## src/rtl/way_select_ctrl.sv

```systemverilog
// Way-selection controller for the L2 set-associative array: hit way or victim way
// (first invalid way, else tree pseudo-LRU), with per-set PLRU state.
// Optional hit/miss statistics counters are built when WAY_SELECT_STATS_EN is defined.
module way_select_ctrl #(
    parameter int unsigned WAYS = 8,
    parameter int unsigned SETS = 16
) (
    input  logic                    clk,
    input  logic                    reset,
    input  logic                    req_valid,
    output logic                    req_ready,
    input  logic [$clog2(SETS)-1:0] req_set,
    input  logic [WAYS-1:0]         hit_vec,
    input  logic [WAYS-1:0]         valid_vec,
    input  logic                    fill_done,
    output logic                    rsp_valid,
    output logic                    rsp_hit,
    output logic [$clog2(WAYS)-1:0] rsp_way,
    output logic                    rsp_multi,
    output logic [15:0]             hit_count,
    output logic [15:0]             miss_count
);

    localparam int unsigned WW = $clog2(WAYS);
    localparam int unsigned SW = $clog2(SETS);

    typedef enum logic [1:0] {
        IDLE,
        LOOKUP,
        RESOLVE,
        FILL_WAIT
    } state_t;

    state_t          state_q, state_d;
    logic [SW-1:0]   set_q, set_d;
    logic            req_ready_q, req_ready_d;
    logic            rsp_valid_q, rsp_valid_d;
    logic            rsp_hit_q, rsp_hit_d;
    logic [WW-1:0]   rsp_way_q, rsp_way_d;
    logic            rsp_multi_q, rsp_multi_d;
    logic [WAYS-2:0] plru_q [SETS];
    logic [WAYS-2:0] plru_d [SETS];

    logic [WW-1:0]   first_hit;
    logic [WW-1:0]   first_invalid;
    logic            any_hit;
    logic            any_invalid;
    logic            multi_hit;
    logic [WW-1:0]   victim;

    // Walk the heap-indexed tree: 0 = left, 1 = right; path bits form the way MSB first.
    function automatic logic [WW-1:0] plru_walk(input logic [WAYS-2:0] bits);
        logic [WW-1:0] node;
        logic [WW-1:0] way;
        node = '0;
        way  = '0;
        for (int unsigned l = 0; l < WW; l++) begin
            way  = (way << 1) | WW'(bits[node]);
            node = (node << 1) + WW'(1) + WW'(bits[node]);
        end
        return way;
    endfunction

    function automatic logic [WAYS-2:0] plru_touch(input logic [WAYS-2:0] bits,
                                                   input logic [WW-1:0]   way);
        logic [WAYS-2:0] r;
        logic [WW-1:0]   node;
        logic [WW-1:0]   w;
        logic            b;
        r    = bits;
        node = '0;
        w    = way;
        for (int unsigned l = 0; l < WW; l++) begin
            b       = w[WW-1];
            r[node] = ~b;
            node    = (node << 1) + WW'(1) + WW'(b);
            w       = w << 1;
        end
        return r;
    endfunction

    always_comb begin
        first_hit     = '0;
        first_invalid = '0;
        for (int unsigned i = WAYS; i > 0; i--) begin
            if (hit_vec[i-1])    first_hit     = WW'(i - 1);
            if (!valid_vec[i-1]) first_invalid = WW'(i - 1);
        end
        any_hit     = |hit_vec;
        any_invalid = ~&valid_vec;
        multi_hit   = (hit_vec & (hit_vec - WAYS'(1))) != '0;
        victim      = any_invalid ? first_invalid : plru_walk(plru_q[set_q]);
    end

    always_comb begin
        state_d     = state_q;
        set_d       = set_q;
        req_ready_d = req_ready_q;
        rsp_valid_d = 1'b0;
        rsp_hit_d   = rsp_hit_q;
        rsp_way_d   = rsp_way_q;
        rsp_multi_d = rsp_multi_q;
        plru_d      = plru_q;
        unique case (state_q)
            IDLE: begin
                if (req_valid) begin
                    set_d       = req_set;
                    req_ready_d = 1'b0;
                    state_d     = LOOKUP;
                end
            end
            // Response registers load as the vectors are sampled so rsp_valid is high during RESOLVE.
            LOOKUP: begin
                rsp_valid_d = 1'b1;
                rsp_hit_d   = any_hit;
                rsp_multi_d = multi_hit;
                rsp_way_d   = any_hit ? first_hit : victim;
                state_d     = RESOLVE;
            end
            RESOLVE: begin
                if (rsp_hit_q) begin
                    plru_d[set_q] = plru_touch(plru_q[set_q], rsp_way_q);
                    req_ready_d   = 1'b1;
                    state_d       = IDLE;
                end else begin
                    state_d = FILL_WAIT;
                end
            end
            FILL_WAIT: begin
                if (fill_done) begin
                    plru_d[set_q] = plru_touch(plru_q[set_q], rsp_way_q);
                    req_ready_d   = 1'b1;
                    state_d       = IDLE;
                end
            end
            default: state_d = IDLE;
        endcase
    end

    always_ff @(posedge clk or posedge reset) begin
        if (reset) begin
            state_q     <= IDLE;
            set_q       <= '0;
            req_ready_q <= 1'b1;
            rsp_valid_q <= 1'b0;
            rsp_hit_q   <= 1'b0;
            rsp_way_q   <= '0;
            rsp_multi_q <= 1'b0;
            for (int unsigned s = 0; s < SETS; s++) begin
                plru_q[s] <= '0;
            end
        end else begin
            state_q     <= state_d;
            set_q       <= set_d;
            req_ready_q <= req_ready_d;
            rsp_valid_q <= rsp_valid_d;
            rsp_hit_q   <= rsp_hit_d;
            rsp_way_q   <= rsp_way_d;
            rsp_multi_q <= rsp_multi_d;
            plru_q      <= plru_d;
        end
    end

    assign req_ready = req_ready_q;
    assign rsp_valid = rsp_valid_q;
    assign rsp_hit   = rsp_hit_q;
    assign rsp_way   = rsp_way_q;
    assign rsp_multi = rsp_multi_q;

`ifdef WAY_SELECT_STATS_EN
    logic [15:0] hit_cnt_q, hit_cnt_d;
    logic [15:0] miss_cnt_q, miss_cnt_d;

    always_comb begin
        hit_cnt_d  = hit_cnt_q;
        miss_cnt_d = miss_cnt_q;
        if (state_q == RESOLVE) begin
            if (rsp_hit_q && hit_cnt_q != 16'hFFFF)    hit_cnt_d  = hit_cnt_q + 16'd1;
            if (!rsp_hit_q && miss_cnt_q != 16'hFFFF)  miss_cnt_d = miss_cnt_q + 16'd1;
        end
    end

    always_ff @(posedge clk or posedge reset) begin
        if (reset) begin
            hit_cnt_q  <= '0;
            miss_cnt_q <= '0;
        end else begin
            hit_cnt_q  <= hit_cnt_d;
            miss_cnt_q <= miss_cnt_d;
        end
    end

    assign hit_count  = hit_cnt_q;
    assign miss_count = miss_cnt_q;
`else
    assign hit_count  = '0;
    assign miss_count = '0;
`endif

endmodule

```

## config.mk

```make
export PLATFORM = sky130hd
export DESIGN_NAME = way_select_ctrl
export DESIGN_NICKNAME = d
export VERILOG_FILES = /design/src/rtl/way_select_ctrl.sv
export SDC_FILE = /design/constraint.sdc
export NUM_CORES = 1
export LEC_CHECK = 0
export CORE_MARGIN = 1.5
export CORE_UTILIZATION = 50
export DETAILED_ROUTE_END_ITERATION = 10
export PLACE_DENSITY = 0.81
export REMOVE_ABC_BUFFERS = 1
export SETUP_SLACK_MARGIN = 0.05
export SYNTH_ARGS = -nofsm -noshare
export SYNTH_HDL_FRONTEND = slang
export SYNTH_SLANG_ARGS = --single-unit
```

## constraint.sdc

```tcl
create_clock -name clk -period 4.3 [get_ports clk]
set_input_delay 0.86 -clock clk [delete_from_list [all_inputs] [get_ports clk]]
set_output_delay 0.86 -clock clk [all_outputs]
set_load 0.005 [all_outputs]
```

==> results.py, run 1 <==
metrics = {
    "run_status": {
        "run_status": "completed",
    },
    "critical_path": {
        "crit_required_ns": 4.65,
        "cp-start-kind": "flop",
        "critical_path_capture_point_type": "flop",
        "critical_path_buf_inv_count": 2,
        "worst_path_max_delay_cell": "sky130_fd_sc_hd__dfrtp_1",
        "ff2ff_path_depth": 12,
        "crit_chain": "buf_4 -> mux4_1 -> a22oi_2 -> nand3_2 -> or3_4 -> nand2_1 -> ha_1 -> inv_1 -> nor2_1 -> o311a_1 -> nor4_1 -> a21o_1",
        "path_delay_family": "simple AND/OR/NAND/NOR gates",
        "max_stage_delay_ns": 0.68,
        "critPathMaxFanout": 20,
        "ff2ff_setup_slack_ns": 0.71,
        "worstSetupPathType": "reg -> reg",
        "arrival_ns": 3.94,
        "rr_endpoint": "rsp_way[0]$_DFFE_PP0P_",
        "timing.rr.start": "set_q[1]$_DFFE_PP0P_",
    },
    "die": {
        "floorplan.rows": 40,
        "die-width_um": 115.6,
        "ios": 63,
        "initial_core_util_pct": 52.08,
        "floorplan.core_area_sq_mm": 0.01216,
        "height_of_the_die_um": 115.6,
        "floorplan.die_area_sq_mm": 0.01335,
    },
    "clock_tree": {
        "postCtsResizedCells": 0,
        "tritoncts_clock_tree": "yes",
        "clock-sinks": 125,
        "clk_transition_reported_paths_ns": 0.06,
        "cts_setup_buffers": 0,
        "cts-buffers-inserted": 17,
        "cts.htree.levels": 4,
        "clk_root_buffer_cell": "sky130_fd_sc_hd__clkbuf_16",
        "cts_hold_repair.buffers": 0,
        "clock_path_buffers": 2,
        "clk-insertion-delay-late_ns": 0.41,
    },
    "global_routing": {
        "use_met3_pct": 4.864,
        "grt.met2_usage_pct": 42.37,
        "grt.overflow.total": 0,
        "grt_max_degree": 64,
        "grt_antenna_before_repair": 0,
        "grt-busiest-layer": "met2",
        "grt_pass1_vias": 4810,
        "grt_util_all_layers_pct": 25.44,
        "grt_first_pass_wirelength_um": 25540,
        "met1_usage_pct": 32.67,
    },
    "timing": {
        "min_period_over_period_pct": 83.47,
        "worst_slew_pin_tran_ns": 0.8758,
        "setup_viol": 0,
        "max_clock_freq_mhz": 278.6,
        "worst_rel_slew_slack_pct": 41.22,
        "hold_violations": 0,
        "skew_ns": 0.01033,
        "maxSlewViolCount": 0,
        "rsz_0062_raised_after_global_routing": "false",
        "finalCriticalPeriod_ns": 3.589,
        "setup_total_negative_slack_ns": 0,
    },
    "placement": {
        "detailed_placement_wirelength_estimate_um": 10150,
        "dpl_cell_area_sq_mm": 0.006639,
        "placement.io_buffers": 30,
        "globalplace.congestion": 0.8579,
        "placed_cells_incl_taps": 793,
    },
    "detailed_routing": {
        "detail_route.wl_per_cell_um": 19.32,
        "dr_total_vias": 4926,
        "vias_per_cell": 5.971,
        "wirelength_um": 15940,
        "detailedRoute.firstPassIterationCount": 6,
        "route.detailed.drc": 0,
        "route.antenna.remaining_nets": 0,
        "detailedRoute.firstIterationViolations": 486,
    },
    "power_and_ir_drop": {
        "power_density_mw_per_mm2": 837.5,
        "leakage_nw": 3.209,
        "worst_vdd_rail_ir_drop_mv": 0.3620,
    },
    "worst_hold_path": {
        "holdCritStartpoint": "plru_q[97]$_DFFE_PP0P_",
        "class_of_the_tightest_hold_or_removal_check": "reg -> reg",
        "worst_hold_path.num_cells": 2,
        "holdPathEnd": "plru_q[97]$_DFFE_PP0P_",
    },
    "synthesis": {
        "synthesis.instances": 621,
        "number_of_flops_mapped_to_enable_cells_by_yosys": 0,
        "asyncSetResetFlopFracSynth_pct": 100.0,
        "synth_area_sq_mm": 0.006334,
        "ys_seq_elements": 125,
        "yosys_warnings": 0,
        "post_synth.cell_area_avg_sq_um": 10.20,
        "synth_cell_types": 52,
        "synth.yosys.seq_area_share_pct": 49.41,
        "dominantRegCellSynth": "sky130_fd_sc_hd__dfrtp_1",
    },
    "final_layout": {
        "post_route_cells_drive_above_1_share_pct": 12.94,
        "mostFrequentLayoutCell": "sky130_fd_sc_hd__dfrtp_1",
        "syn_to_final_growth_pct": 14.44,
        "final_instance_area_sq_mm": 0.007248,
        "design.final.nets": 674,
        "antennaDiodeCount": 0,
        "stdcell_count": 825,
        "most-common-layout-cells": "sky130_fd_sc_hd__dfrtp_1 (124), sky130_fd_sc_hd__nand2_1 (110), sky130_fd_sc_hd__o21ai_0 (89)",
        "num-fill-cells": 958,
    },
    "job": {
        "cap_viol_max_count": 0,
    },
}
-- routing by layer --
layer | up-vias | routed length (um)
met1 | 2404 | 6242
met4 | 0 | 535
met3 | 50 | 1241
li1 | 2163 | -
met2 | 309 | 7915
met5 | - | 0
-- state kept, by name, summed over array words and instances, names as in the netlist --
signal	cells
set_q	4
rsp_multi	1
state_q	2
rsp_way	3
rsp_hit	1
req_ready	1
rsp_valid	1
plru_q	112
-- cell families (layout without fill, tap and decap cells) --
| logic type | count (synthesis) | count (layout) | share of synthesized area [%] |
|---|---|---|---|
| AO/OA/AOI/OAI | 160 | 160 | 14.32 |
| flip-flops | 125 | 125 | 49.41 |
| other | 1 | 32 | 0.05921 |
| adder cells (fa/ha/maj) | 8 | 8 | 1.501 |
| AND/OR/NAND/NOR | 183 | 183 | 12.09 |
| multiplexers | 54 | 54 | 14.70 |
| buffers and inverters | 90 | 95 | 7.922 |
-- cells in the mapped netlist (3+ instances only) --
cell type	number	area share, %
sky130_fd_sc_hd__ha_1	6	1.2
sky130_fd_sc_hd__or3_1	3	0.30
sky130_fd_sc_hd__nand3_1	8	0.63
sky130_fd_sc_hd__inv_1	22	1.3
sky130_fd_sc_hd__mux2i_4	3	1.1
sky130_fd_sc_hd__o21ai_0	90	7.1
sky130_fd_sc_hd__nor3_1	5	0.40
sky130_fd_sc_hd__a21oi_1	29	2.3
sky130_fd_sc_hd__mux4_2	22	7.8
sky130_fd_sc_hd__mux2_2	10	1.8
sky130_fd_sc_hd__o21a_1	4	0.47
sky130_fd_sc_hd__o31ai_1	4	0.47
sky130_fd_sc_hd__o22ai_1	4	0.40
sky130_fd_sc_hd__o21ai_1	10	0.79
sky130_fd_sc_hd__nand2_1	110	6.5
sky130_fd_sc_hd__mux4_1	4	1.7
sky130_fd_sc_hd__nand2b_1	6	0.59
sky130_fd_sc_hd__buf_2	8	0.63
sky130_fd_sc_hd__a31oi_1	3	0.30
sky130_fd_sc_hd__buf_4	37	4.4
sky130_fd_sc_hd__dfrtp_1	124	49
sky130_fd_sc_hd__nor2_1	40	2.4
sky130_fd_sc_hd__clkbuf_1	19	1.1
sky130_fd_sc_hd__mux2i_1	15	2.4
-- worst max-delay path by stage --
stage	from	endpoint	slack, ns	cells after the start
global placement	set_q[1]$_DFFE_PP0P_	rsp_way[0]$_DFFE_PP0P_	1.03	12
detailed placement	set_q[1]$_DFFE_PP0P_	rsp_way[0]$_DFFE_PP0P_	0.91	12
CTS	set_q[1]$_DFFE_PP0P_	rsp_way[0]$_DFFE_PP0P_	0.81	12
global route	set_q[1]$_DFFE_PP0P_	rsp_way[0]$_DFFE_PP0P_	0.61	12
floorplan	reset	plru_q[0]$_DFFE_PP0P_	0.11	1
finish	set_q[1]$_DFFE_PP0P_	rsp_way[0]$_DFFE_PP0P_	0.71	12
-- layout make-up --
type | instances | area [sq um] | area share (%)
clock buffer | 19 | 442.9 | 6.111
tap | 168 | 210.2 | 2.900
multi-input combinational | 437 | 2819 | 38.89
timing repair buffer | 41 | 395.4 | 5.455
inverter | 22 | 85.08 | 1.174
clock inverter | 13 | 166.4 | 2.296
sequential | 125 | 3129 | 43.17
-- metrics by stage --
| stage | worst slack [ns] | util [%] | power, mW | hold slack (ns) |
|---|---|---|---|---|
| after floorplan | 0.1141 | - | 3.679 | 0.4416 |
| after global placement | 1.032 | 54.59 | 4.322 | 0.4560 |
| after detailed placement | 0.9103 | 54.59 | 4.472 | 0.4693 |
| after CTS | 0.8110 | 59.60 | 6.026 | 0.4789 |
| after global routing | 0.6051 | 59.60 | 6.412 | 0.4924 |
| final | 0.7109 | 59.60 | 6.070 | 0.4775 |
-- worst reg2reg max path: stages, from the launching register on --
cell and delay, ns:
sky130_fd_sc_hd__dfrtp_1 0.68, sky130_fd_sc_hd__buf_4 0.39, sky130_fd_sc_hd__mux4_1 0.39, sky130_fd_sc_hd__a22oi_2 0.19, sky130_fd_sc_hd__nand3_2 0.13, sky130_fd_sc_hd__or3_4 0.42, sky130_fd_sc_hd__nand2_1 0.11, sky130_fd_sc_hd__ha_1 0.28
sky130_fd_sc_hd__inv_1 0.10, sky130_fd_sc_hd__nor2_1 0.05, sky130_fd_sc_hd__o311a_1 0.29, sky130_fd_sc_hd__nor4_1 0.32, sky130_fd_sc_hd__a21o_1 0.16
-- report_power, final --
part           switching, mW  total, mW  internal [mW]
Sequential             0.400       2.07           1.67
Combinational           1.47       2.53           1.05
Clock                  0.545       1.47          0.929
Note: power is estimated with default switching activity, not from simulation.
==> run 2: changes to the inputs <==
- PLACE_DENSITY: 0.81 -> 0.78
- clock period: 4.3 -> 3.4 ns (I/O delays scaled with it)
==> results.py, run 2 (synthesis results as in run 1) <==
metrics = {
    "detailed_routing": {
        "route.detailed.drc": 0,
        "detail_route.wl_per_cell_um": 18.49,
        "detailedRoute.firstIterationViolations": 415,
        "wirelength_um": 15340,
        "dr_total_vias": 4784,
        "vias_per_cell": 5.764,
        "detailedRoute.firstPassIterationCount": 5,
        "route.antenna.remaining_nets": 0,
    },
    "timing": {
        "worst_slew_pin_tran_ns": 0.6678,
        "min_period_over_period_pct": 93.55,
        "finalCriticalPeriod_ns": 3.181,
        "setup_viol": 0,
        "rsz_0062_raised_after_global_routing": "false",
        "max_clock_freq_mhz": 314.4,
        "skew_ns": 0.008632,
        "maxSlewViolCount": 0,
        "hold_violations": 0,
        "worst_rel_slew_slack_pct": 55.36,
    },
    "placement": {
        "globalplace.congestion": 0.8969,
        "detailed_placement_wirelength_estimate_um": 10310,
        "placement.io_buffers": 30,
        "placed_cells_incl_taps": 798,
    },
    "die": {
        "die-width_um": 115.6,
        "floorplan.rows": 40,
        "height_of_the_die_um": 115.6,
        "ios": 63,
        "initial_core_util_pct": 52.08,
        "floorplan.core_area_sq_mm": 0.01216,
        "floorplan.die_area_sq_mm": 0.01335,
    },
    "clock_tree": {
        "cts-buffers-inserted": 17,
        "clk_root_buffer_cell": "sky130_fd_sc_hd__clkbuf_16",
        "tritoncts_clock_tree": "yes",
        "clock_path_buffers": 2,
        "cts.htree.levels": 4,
        "cts_hold_repair.buffers": 0,
        "clk-insertion-delay-late_ns": 0.42,
        "clock-sinks": 125,
        "cts_setup_buffers": 0,
        "clk_transition_reported_paths_ns": 0.06,
    },
    "critical_path": {
        "arrival_ns": 3.55,
        "crit_required_ns": 3.77,
        "critical_path.startpoint": "set_q[3]$_DFFE_PP0P_",
        "ff2ff_path_depth": 12,
        "critical_path.endpoint": "rsp_way[0]$_DFFE_PP0P_",
        "timing.rr.start": "set_q[3]$_DFFE_PP0P_",
        "critPathMaxFanout": 7,
        "rr_endpoint": "rsp_way[0]$_DFFE_PP0P_",
        "critical_path_capture_point_type": "flop",
        "ff2ff_setup_slack_ns": 0.22,
        "worstSetupPathType": "reg -> reg",
        "cp-start-kind": "flop",
    },
    "global_routing": {
        "grt_first_pass_wirelength_um": 24110,
        "grt.overflow.total": 0,
        "grt_antenna_before_repair": 0,
        "grt_pass1_vias": 4716,
        "grt_max_degree": 48,
        "grt_util_all_layers_pct": 24.23,
    },
    "final_layout": {
        "final_core_util_pct": 59.75,
        "mostFrequentLayoutCell": "sky130_fd_sc_hd__dfrtp_1",
        "largest_register_ffs": 112,
        "antennaDiodeCount": 0,
        "biggest_register": "plru_q",
        "design.final.nets": 680,
        "syn_to_final_growth_pct": 14.74,
        "most-common-layout-cells": "sky130_fd_sc_hd__dfrtp_1 (122), sky130_fd_sc_hd__nand2_1 (110), sky130_fd_sc_hd__o21ai_0 (90)",
        "stdcell_count": 830,
        "post_route_cells_drive_above_1_share_pct": 13.75,
    },
    "worst_hold_path": {
        "holdCritStartpoint": "plru_q[95]$_DFFE_PP0P_",
        "class_of_the_tightest_hold_or_removal_check": "reg -> reg",
    },
    "job": {
        "cap_viol_max_count": 0,
    },
    "power_and_ir_drop": {
        "leakage_nw": 3.226,
        "worst_vdd_rail_ir_drop_mv": 0.5440,
        "power_density_mw_per_mm2": 1033,
    },
    "run_status": {
        "run_status": "completed",
    },
}
[run 2: layout make-up]
cell class	instances	area, sq um
Clock buffer	21	450.4
Clock inverter	10	92.59
Fill cell	993	4895
Inverter	22	85.08
Multi-Input combinational cell	437	2826
Sequential cell	125	3132
Tap cell	168	210.2
Timing Repair Buffer	47	470.5
[run 2: worst min path at each step]
stage                                  end  slack [ns]  depth (start not counted)
global route        plru_q[90]$_DFFE_PP0P_        0.51                          2
CTS                 plru_q[76]$_DFFE_PP0P_        0.48                          2
finish              plru_q[95]$_DFFE_PP0P_        0.48                          2
floorplan           plru_q[16]$_DFFE_PP0P_        0.44                          2
detailed placement  plru_q[17]$_DFFE_PP0P_        0.46                          2
global placement    plru_q[96]$_DFFE_PP0P_        0.46                          2
[run 2: layer usage]
metal | GRT usage, % | wire length, um
met1 | 30.75 | 6336
met2 | 38.78 | 7216
met3 | 6.590 | 1229
met4 | 11.69 | 562
met5 | 0 | 0
[run 2: stage by stage]
step                power (mW)  TNS (ns)  hold WS (ns)  cell area, sq um  setup WS (ns)
floorplan                4.652    -75.29        0.4416              6031        -0.6059
global placement         5.523         0        0.4577              6689         0.3728
detailed placement       5.715         0        0.4647              6689         0.2499
CTS                      7.418         0        0.4827              7232         0.2043
global route             7.965         0        0.5133              7267        0.05409
finish                   7.508         0        0.4783              7267         0.2193
[run 2: repair_timing]
| action | 4_1_cts | 5_1_grt |
|---|---|---|
| gates resized for setup | 0 | 3 |
| endpoints found under the setup margin | 0 | 1 |
| hold endpoints to repair | 0 | 0 |
[run 2: worst max-delay path, cell delays in order, from the launching register on]
cell and delay, ns:
sky130_fd_sc_hd__dfrtp_2 0.42, sky130_fd_sc_hd__buf_4 0.19, sky130_fd_sc_hd__mux4_2 0.51, sky130_fd_sc_hd__a2bb2oi_1 0.16, sky130_fd_sc_hd__a22o_4 0.29, sky130_fd_sc_hd__o21bai_1 0.22, sky130_fd_sc_hd__nand2_1 0.15, sky130_fd_sc_hd__ha_1 0.29
sky130_fd_sc_hd__inv_1 0.12, sky130_fd_sc_hd__nor2_1 0.05, sky130_fd_sc_hd__o311a_1 0.29, sky130_fd_sc_hd__nor4_1 0.28, sky130_fd_sc_hd__a21o_1 0.15
[run 2: report_power, final]
part | internal (mW) | switching (mW)
logic | 1.39 | 1.91
registers | 2.11 | 0.424
clock network | 1.02 | 0.657
==> run 3: changes to the inputs <==
- CAP_MARGIN: not set -> 20
==> results of run 3 <==
The final DEF is identical to that of run 2; final timing and power are the same.
